**src/rtl/conware_scheduler.sv**
```systemverilog
// Run-control sequencer for a Game-of-Life board: seeds, feeds a compute engine, streams results to a display.
// Optional inter-frame delay is compiled in with `define CONWARE_SCHED_FRAME_DELAY_EN.
module conware_scheduler #(
  parameter int WIDTH  = 4,
  parameter int HEIGHT = 4,
  parameter int CWIDTH = 32
) (
  input  logic                      clk,
  input  logic                      rstn,
  input  logic                      start,
  input  logic                      step,
  input  logic                      stop,
  input  logic [CWIDTH-1:0]         gen_limit,
  input  logic [CWIDTH-1:0]         frame_delay,
  input  logic [WIDTH*HEIGHT-1:0]   seed_data,
  input  logic                      seed_valid,
  output logic                      seed_ready,
  output logic [WIDTH*HEIGHT-1:0]   calc_data,
  output logic                      calc_valid,
  input  logic                      calc_ready,
  input  logic [WIDTH*HEIGHT-1:0]   res_data,
  input  logic                      res_valid,
  output logic                      res_ready,
  output logic [WIDTH*HEIGHT-1:0]   disp_data,
  output logic                      disp_valid,
  input  logic                      disp_ready,
  output logic                      busy,
  output logic [CWIDTH-1:0]         gen_count
);

  localparam int CELLS = WIDTH * HEIGHT;

  typedef enum logic [2:0] {
    S_IDLE,
    S_EMIT,
    S_COMPUTE,
    S_CWAIT
`ifdef CONWARE_SCHED_FRAME_DELAY_EN
    , S_DELAY
`endif
  } state_t;

  state_t              state;
  logic [CELLS-1:0]    board;
  logic                run;
  logic                limit_zero;
  logic [CWIDTH-1:0]   target;

`ifdef CONWARE_SCHED_FRAME_DELAY_EN
  logic [CWIDTH-1:0]   delay_cnt;
`else
  logic                unused_frame_delay;
  assign unused_frame_delay = ^frame_delay;
`endif

  // Handshake flags decode straight from the state register, so they change only on clock edges.
  assign seed_ready = (state == S_IDLE);
  assign calc_valid = (state == S_COMPUTE);
  assign res_ready  = (state == S_CWAIT);
  assign disp_valid = (state == S_EMIT);
  assign busy       = (state != S_IDLE);
  assign calc_data  = board;
  assign disp_data  = board;

  // NOTE: reset is sampled on the clock edge (synchronous); every state register, the board included, is cleared.
  always_ff @(posedge clk) begin
    if (!rstn) begin
      state      <= S_IDLE;
      board      <= '0;
      gen_count  <= '0;
      run        <= 1'b0;
      limit_zero <= 1'b0;
      target     <= '0;
`ifdef CONWARE_SCHED_FRAME_DELAY_EN
      delay_cnt  <= '0;
`endif
    end else begin
      case (state)
        S_IDLE: begin
          if (seed_valid) begin
            board     <= seed_data;
            gen_count <= '0;
            run       <= 1'b0;
            state     <= S_EMIT;
          end else if (start && !stop) begin
            run        <= 1'b1;
            target     <= gen_count + gen_limit;
            limit_zero <= (gen_limit == '0);
            state      <= S_COMPUTE;
          end else if (step) begin
            run   <= 1'b0;
            state <= S_COMPUTE;
          end
        end
        S_COMPUTE: begin
          if (calc_ready) state <= S_CWAIT;
        end
        S_CWAIT: begin
          if (res_valid) begin
            board     <= res_data;
            gen_count <= gen_count + 1'b1;
`ifdef CONWARE_SCHED_FRAME_DELAY_EN
            if (frame_delay != '0) begin
              delay_cnt <= frame_delay;
              state     <= S_DELAY;
            end else begin
              state <= S_EMIT;
            end
`else
            state <= S_EMIT;
`endif
          end
        end
`ifdef CONWARE_SCHED_FRAME_DELAY_EN
        // Leave on the edge that completes the frame_delay-th idle cycle.
        S_DELAY: begin
          if (delay_cnt <= CWIDTH'(1)) begin
            delay_cnt <= '0;
            state     <= S_EMIT;
          end else begin
            delay_cnt <= delay_cnt - 1'b1;
          end
        end
`endif
        S_EMIT: begin
          if (disp_ready) begin
            if (run && !stop && (limit_zero || gen_count != target)) begin
              state <= S_COMPUTE;
            end else begin
              run   <= 1'b0;
              state <= S_IDLE;
            end
          end
        end
        default: state <= S_IDLE;
      endcase
      // NOTE: a later non-blocking assignment to the same register wins, so this overrides any run set above.
      if (stop) run <= 1'b0;
    end
  end

endmodule

```
**config.mk**
```make
export PLATFORM = sky130hd
export DESIGN_NAME = conware_scheduler
export DESIGN_NICKNAME = d
export VERILOG_FILES = /design/src/rtl/conware_scheduler.sv
export SDC_FILE = /design/constraint.sdc
export NUM_CORES = 1
export LEC_CHECK = 0
export ABC_AREA = 1
export CAP_MARGIN = 20
export CORE_MARGIN = 2
export CORE_UTILIZATION = 30
export CTS_BUF_LIST = sky130_fd_sc_hd__clkbuf_16
export CTS_CLUSTER_SIZE = 28
export DETAILED_ROUTE_END_ITERATION = 7
export PLACE_DENSITY = 0.57
export SLEW_MARGIN = 15
export SYNTH_ARGS = -nofsm -noshare
export SYNTH_HDL_FRONTEND = slang
export SYNTH_SLANG_ARGS = --single-unit
```
**constraint.sdc**
```tcl
create_clock -name clk -period 1.7 [get_ports clk]
set_input_delay 0.17 -clock clk [delete_from_list [all_inputs] [get_ports clk]]
set_output_delay 0.17 -clock clk [all_outputs]
set_load 0.01 [all_outputs]
```
* Word level (Yosys, flattened, before mapping)
Cells that the tools add are included.
Operators by class: equality and inequality tests 10, bitwise operators 2, multipliers 0, divide/modulo/power cells 0, magnitude comparators 0, shifts and indexed selects 0, multiplexer cells 20, reductions and logical operators 15, add/sub/neg operators 2
Operators with widths (count):
- $mux W32 | 2
- $pmux W32 S2 | 1
- $add A32 B1 Y32 const B | 1
- $add A32 B32 Y32 | 1
- $logic_not A32 Y1 | 1
- $mux W16 | 2
- $ne A32 B32 Y1 | 1
- $pmux W16 S2 | 1
- $mux W3 | 6
- $pmux W3 S4 | 1
- $reduce_and A4 Y1 | 2
- $eq A3 B2 Y1 const B | 2
- $ne A2 B2 Y1 const B | 3
- $reduce_and A3 Y1 | 2
- $mux W1 | 5
- $ne A2 B1 Y1 const B | 2
- $ne A4 B3 Y1 const B | 1
- $reduce_bool A2 Y1 | 2
- $eq A3 B1 Y1 const B | 1
- $logic_and A1 B1 Y1 | 3
- $logic_not A3 Y1 | 1
- $reduce_bool A3 Y1 | 1
- $mux W2 | 1
- $not A1 Y1 | 2
- other kinds (4) | 4
Word-level totals: bits in latches 0, memory bits (read-only) 0, word-level logic and storage cells 55, memories 0, output and inout bits 69, register bits 85, bits in writable memories 0

* Logic depth before layout (Yosys ltp)
Gate-level depths: netlist (run 1).
word-level depth 6, gate-level depth with buffers 13, depth with buffers taken out 13

* Worst setup path before layout (run 1)
OpenSTA, ideal clock, no wires.
path kind flip-flop to flip-flop, start register gen_count[0], end register target[24], path buffers 0, cell stages (with the launch flop) 13, arrival time 1.748 ns, period minus slack after synthesis 1.857 ns, setup slack -0.157 ns, setup time 0.109 ns, cell sequence dfxtp_1 ha_1 fa_1 nand3_1 nand3_1 nand2_1 nand3_1 nand2_1 nand3_1 nand2_1 nand3_1 nand2_1 inv_1
On the way: cells in the longest elaborated chain, start to end 1
Ends and longest elaborated chain:
- from (decl) | RTL line 28 | output logic [CWIDTH-1:0] gen_count
- from (signal assigned) | RTL line 101 | gen_count <= gen_count + 1'b1;
- $add A32 B32 Y32 | RTL line 87 | target <= gen_count + gen_limit;
- to (signal assigned) | RTL line 87
- to (decl) | RTL line 47 | logic [CWIDTH-1:0] target;
Every way passes these cells. A chain may end at the register's enable or synchronous reset.

* Worst setup path after layout (run 1)
start input port gen_limit[8], end register target[26]
On the way: cells in the longest elaborated chain, start to end 1
Ends and longest elaborated chain:
- from (decl) | RTL line 13 | input logic [CWIDTH-1:0] gen_limit,
- $add A32 B32 Y32 | RTL line 87
Every way passes these cells.

==> run_results.csv, run 1 <==
group,metric,value,unit
outcome,outcome,"complete, but fails checks",
outcome,violations,"setup timing",
pwr,p_switching,2.24,mW
grt,grt_pass1_vias,8158,
clocking,hold_buffers,0,
grt,track_usage,0.228,
detailed_routing,wl_per_cell,15.5,um
setup_path,crit_path_cell_trace,"clkdlybuf4s50_1, ha_4, buf_6, nand2_4, inv_2, nand2_2, nand2_2, nand3b_1, nand2_1, nand2_1, nand2_2, nand3_2, nand2_1, inv_1",
sta,finalClockSkew,0.0119,ns
place,portBuffers,141,
pwr,peakVddDrop,0.000444,V
logic_synthesis,synth_top_area_cell,"dfxtp_1",
sta,fin_crit,1.79,ns
place,placed_cells,1785,
pwr,power_frac_comb,0.362,
cells_and_area,fin_cells,1824,
pwr,swShare,0.328,
grt,grt_max_degree,40,
run,maxCapViolations,0,
cells_and_area,fillers,2281,
sta,fin_ws,-0.0851,ns
cells_and_area,syn_to_final_growth,64.4,%
sta,timing.fmax,560,MHz
clocking,cts_tree,"done",
setup_path,critPathArrivalTime,2.04,ns
clocking,cts.htree.levels,3,
clocking,path_clk_slew,0.07,ns
pwr,seqPwrFrac,0.340,
sta,rsz0062_at_grt,"yes",
sta,fin_setup_tns,-0.902,ns
logic_synthesis,syn_nets,1341,
die,die_width,157,um
logic_synthesis,synth_top_area_share,0.240,
cells_and_area,design_area,11500,um2
setup_path,end_kind,"flop",
logic_synthesis,yosysUniqueCellTypes,42,
logic_synthesis,syn_inst,1203,
detailed_routing,drt_pass1_iterations,5,
place,preCtsSetupSlack,-0.524,ns
cells_and_area,final_cell_mix,"317 x nand2_1, 205 x inv_1, 168 x buf_4, 128 x clkdlybuf4s50_1, 86 x nor2_1",
grt,antenna_found_initial,0,
setup_path,worstPathRequired,1.95,ns
die,dieArea,24600,um2
min_path,hp-class,"primary input to flop",
setup_path,crit_path_top_delay_cell,"clkdlybuf4s50_1",
cells_and_area,num_antenna_cells,0,
clocking,clkLatencyLatePin,0.35,ns
sta,post-route-period-util,1.05,
clocking,clockRootBuffer,"clkbuf_16",
logic_synthesis,ys_seq_area_frac,0.240,
setup_path,crit_path_max_fanout,3,
setup_path,startpoint_type,"primary input",
die,core,22800,um2
sta,finalHoldViolCount,0,
die,pin_count,174,
logic_synthesis,synth-warning-count,0,
die,rows,55,
grt,grt_overflow_total,0,
logic_synthesis,ys_top_cells_by_area,"dfxtp_1 24%, nand2_1 20%, inv_1 11%",
setup_path,crit_type,"primary input to flop",
cells_and_area,nets,1646,
pwr,power_density,594,nW/um2
logic_synthesis,syn_avg_cell_area,5.83,um2
cells_and_area,final_common_cell,"nand2_1",
clocking,clkSinkCount,84,
clocking,clockBufferDepth,2,
logic_synthesis,synth_seq_cells,84,
sta,drv_slew,0,
sta,setup_viol,23,
grt,grt_pass1_wl,43200,um
logic_synthesis,synth_area,7010,um2
pwr,clkPwrFrac,0.299,
clocking,cts_buffers,9,
sta,slew_headroom,0.651,
pwr,power_leakage,5.59,nW
place,place_congestion,0.908,
sta,worstMarginPinSlew,0.524,ns
detailed_routing,vias_per_cell,4.71,
setup_path,rrSetupSlack,-0.09,ns
detailed_routing,vias,8590,
place,placed_area,9930,um2
detailed_routing,wl,28300,um
die,die_h,157,um
setup_path,max_stage_delay,0.54,ns
pwr,p_total,6.85,mW
detailed_routing,drtIter0Drc,582,
detailed_routing,drtAntennaViolNets,0,
detailed_routing,drc,0,
cells_and_area,layout-drive-gt1-share,0.296,
die,start_util,0.308,
place,dp_hpwl,22000,um
pwr,p_int,4.60,mW
==> layout make-up <==
cell class              instances  area, um2  share of cell area
flip-flops and latches         84       1740               0.151
inverters                     215        812              0.0704
repair buffers                334       2980               0.258
well taps                     313        392              0.0340
clock inverters                 4       50.0             0.00434
multi-input cells             864       5310               0.460
clock buffers                  10        250              0.0217
==> timing repair <==
action / in CTS / in global routing
buffers inserted: 14 / 11
setup endpoints to repair: 59 / 55
pin swaps: 35 / 38
gates resized for setup: 179 / 121
==> worst max-delay path, delay by kind of cell <==
family | cells | cell delay [ns]
fa+ha+maj | 1 | 0.24
simple gates | 9 | 0.88
buf+inv | 4 | 0.74
==> Yosys cell counts, drive strengths merged <==
library cell  count
a21o              3
dfxtp            84
clkbuf           13
o21ai            53
nand3            71
nor2            132
nand2           383
and2              2
buf              27
a211oi            4
nor4              9
o21a              1
and3              3
clkinv            1
xor2             16
nor3             28
ha               32
xnor2            10
nand4            23
o21bai            5
fa                1
nand3b            2
a22oi             1
a31oi            17
inv             214
or2               2
nor3b             1
a21oi            62
o22ai             3
==> registers in the layout, indices dropped and copies added, names as in the netlist <==
| register | cells |
|---|---|
| run | 1 |
| target | 32 |
| calc_data | 16 |
| gen_count | 32 |
| state | 2 |
| limit_zero | 1 |
==> routing by layer <==
metal,up-vias,GRT usage,share of wire
met4,0,0.0765,0.026
met1,3983,0.284,0.44
met2,180,0.396,0.50
met3,40,0.0385,0.039
li1,4387,-,-
met5,-,0,0
==> kinds of logic after synthesis <==
family                     count (synthesis)  synth area share
and+or+nand+nor                          656             0.404
DFF                                       84             0.240
adders and majority gates                 33            0.0599
buffers and inverters                    255             0.148
AOI/OAI and AO/OA                        149             0.115
xor gates and xnor gates                  26            0.0325
==> power groups by stage <==
stage          Clock (mW)  Combinational [mW]  Sequential, mW
2_1_floorplan           0                1.14            2.38
3_3_place_gp            0                2.27            2.36
3_5_place_dp            0                2.29            2.36
4_1_cts              2.12                2.41            2.32
5_1_grt              2.19                2.71            2.35
6_report             2.04                2.48            2.32
==> final timing paths <==
kind	from	endpoint	cells after the start
worst min register to register	target[1]$_SDFFE_PN0P_	target[1]$_SDFFE_PN0P_	2
worst min-delay path	seed_data[15]	calc_data[15]$_SDFFE_PN0P_	3
worst max-delay path	gen_limit[8]	target[26]$_SDFFE_PN0P_	14
worst max register to register	gen_count[6]$_SDFFE_PN0P_	target[28]$_SDFFE_PN0P_	14
==> stage by stage <==
| stage | util | hold slack [ns] |
|---|---|---|
| floorplan | - | 0.308 |
| global placement | 0.436 | 0.460 |
| detailed placement | 0.436 | 0.462 |
| CTS | 0.485 | 0.377 |
| global route | 0.506 | 0.387 |
| finish | 0.506 | 0.394 |
Note: power is estimated with default switching activity, not from simulation.
==> inputs of run 2 (changes only) <==
CORE_UTILIZATION = 40   (was 30)
PLACE_DENSITY = 0.72   (was 0.57)
==> run 2 against run 1 <==
Against the previous run:
- fmax decreased by 8.3%
- setup slack worse by 0.16 ns
- the run still ends with setup timing left
- routed wire length is 7.9% higher
==> run_results.csv, run 2 (same netlist as run 1, synthesis figures left out) <==
group,metric,value,unit
outcome,outcome,"complete, but fails checks",
outcome,violations,"setup timing",
sta,drv_slew,0,
detailed_routing,drtAntennaViolNets,0,
detailed_routing,vias_per_cell,5.34,
pwr,clkPwrFrac,0.289,
cells_and_area,layout-drive-gt1-share,0.335,
clocking,clkLatencyLatePin,0.36,ns
cells_and_area,num_antenna_cells,0,
die,pin_count,174,
die,start_util,0.407,
grt,antenna_found_initial,0,
pwr,p_int,4.56,mW
sta,setup_viol,28,
sta,finalHoldViolCount,0,
setup_path,critPathArrivalTime,2.19,ns
sta,timing.fmax,514,MHz
die,die_width,136,um
detailed_routing,drtIter0Drc,766,
die,rows,48,
sta,hold_slack,0.393,ns
pwr,power_frac_comb,0.376,
setup_path,crit_type,"flop to flop",
run,maxCapViolations,0,
sta,slew_headroom,0.724,
pwr,power_density,586,nW/um2
sta,worstMarginPinSlew,0.410,ns
detailed_routing,wl_per_cell,17.4,um
clocking,cts_buffers,9,
grt,grt_pass1_wl,42600,um
setup_path,max_stage_delay,0.34,ns
clocking,clockRootBuffer,"clkbuf_16",
clocking,cts.htree.levels,3,
pwr,p_switching,2.39,mW
cells_and_area,nets,1667,
pwr,swShare,0.343,
pwr,peakVddDrop,0.000492,V
detailed_routing,drc,0,
pwr,power_leakage,5.90,nW
sta,finalClockSkew,0.0126,ns
min_path,hp-class,"primary input to flop",
place,dp_hpwl,21000,um
sta,fin_ws,-0.246,ns
cells_and_area,final_common_cell,"nand2_1",
die,core,17200,um2
place,portBuffers,141,
setup_path,cpMostUsedCell,"nand2_1",
setup_path,crit_path_cell_trace,"ha_4, nand2_1, nor2_1, nand2_1, nor2_1, nand2_2, nand4_1, nand3_1, nand2_1, inv_1",
cells_and_area,final_cell_mix,"293 x nand2_1, 196 x inv_1, 180 x buf_4, 120 x clkdlybuf4s50_1, 84 x nor2_1",
sta,post-route-period-util,1.14,
sta,fin_crit,1.95,ns
cells_and_area,syn_to_final_growth,69.1,%
setup_path,worstPathRequired,1.95,ns
sta,fin_setup_tns,-1.79,ns
clocking,clockBufferDepth,2,
place,place_congestion,0.994,
grt,track_usage,0.296,
detailed_routing,vias,9393,
clocking,path_clk_slew,0.07,ns
die,dieArea,18600,um2
clocking,clkSinkCount,84,
clocking,hold_buffers,0,
setup_path,startpoint_type,"flop",
grt,grt_max_degree,40,
sta,rsz0062_at_grt,"yes",
grt,grt_overflow_total,0,
setup_path,crit_path_max_fanout,4,
pwr,seqPwrFrac,0.334,
die,die_h,136,um
detailed_routing,drt_pass1_iterations,8,
setup_path,crit_path_top_delay_cell,"dfxtp_2",
clocking,cts_tree,"done",
detailed_routing,wl,30600,um
grt,grt_pass1_vias,8343,
setup_path,end_kind,"flop",
## run 2: power groups by stage
stage | clock (mW) | sequential (mW) | combinational [mW]
after floorplan | 0 | 2.38 | 1.14
after global placement | 0 | 2.36 | 2.24
after detailed placement | 0 | 2.36 | 2.27
after CTS | 2.01 | 2.31 | 2.35
after global routing | 2.10 | 2.34 | 2.83
final | 2.01 | 2.32 | 2.62
## run 2: per-stage QoR
step / instance area, um2 / worst slack, ns / utilization / total power, mW / cells
floorplan: 7070 / -0.00775 / - / 3.52 / 1203
global placement: 9890 / -0.522 / 0.574 / 4.60 / 1704
detailed placement: 9890 / -0.556 / 0.574 / 4.64 / 1704
CTS: 10900 / -0.106 / 0.633 / 6.67 / 1745
global route: 11900 / -0.277 / 0.688 / 7.28 / 1759
finish: 11900 / -0.246 / 0.688 / 6.95 / 1759
## run 2: timing repair
item | CTS | global route
pin swaps | 35 | 83
gates cloned | 0 | 0
endpoints found under the setup margin | 45 | 68
gates resized for setup | 145 | 237
buffers inserted | 25 | 17
endpoints found under the hold margin | 0 | 0
## run 2: final timing paths
| check | start | to | slack (ns) | cells after the start |
|---|---|---|---|---|
| worst max-delay path | gen_count[10]$_SDFFE_PN0P_ | target[24]$_SDFFE_PN0P_ | -0.25 | 10 |
| worst min-delay path | seed_data[1] | calc_data[1]$_SDFFE_PN0P_ | 0.39 | 3 |
| worst max register to register | gen_count[10]$_SDFFE_PN0P_ | target[24]$_SDFFE_PN0P_ | -0.25 | 10 |
| worst min register to register | target[1]$_SDFFE_PN0P_ | target[1]$_SDFFE_PN0P_ | 0.50 | 2 |
## run 2: area by class of cell
class / instances / area, um2
inverters: 215 / 826
clock buffers: 9 / 225
clock inverters: 7 / 58.8
multi-input cells: 864 / 5500
well taps: 225 / 282
repair buffers: 355 / 3210
fillers: 1363 / 5380
flip-flops and latches: 84 / 1760
## run 2: worst max-delay path: cells and delay by family, from the launching register on
kind | cells | cell delay (ns)
simple gates | 8 | 1.14
flops | 1 | 0.34
fa+ha+maj | 1 | 0.31
buf+inv | 1 | 0.05
## run 2: per-layer routing
metal	routed length, um	share of wire	vias up	track usage
li1	-	-	4425	-
met1	11800	0.38	4389	0.370
met2	14800	0.48	443	0.499
met3	2100	0.069	136	0.0410
met4	1920	0.063	0	0.141
met5	0	0	-	0
==> inputs of run 3 (changes only) <==
SLEW_MARGIN = default   (was 15)
==> results of run 3 <==
No change in the layout: final DEF, timing and power equal those of run 2.
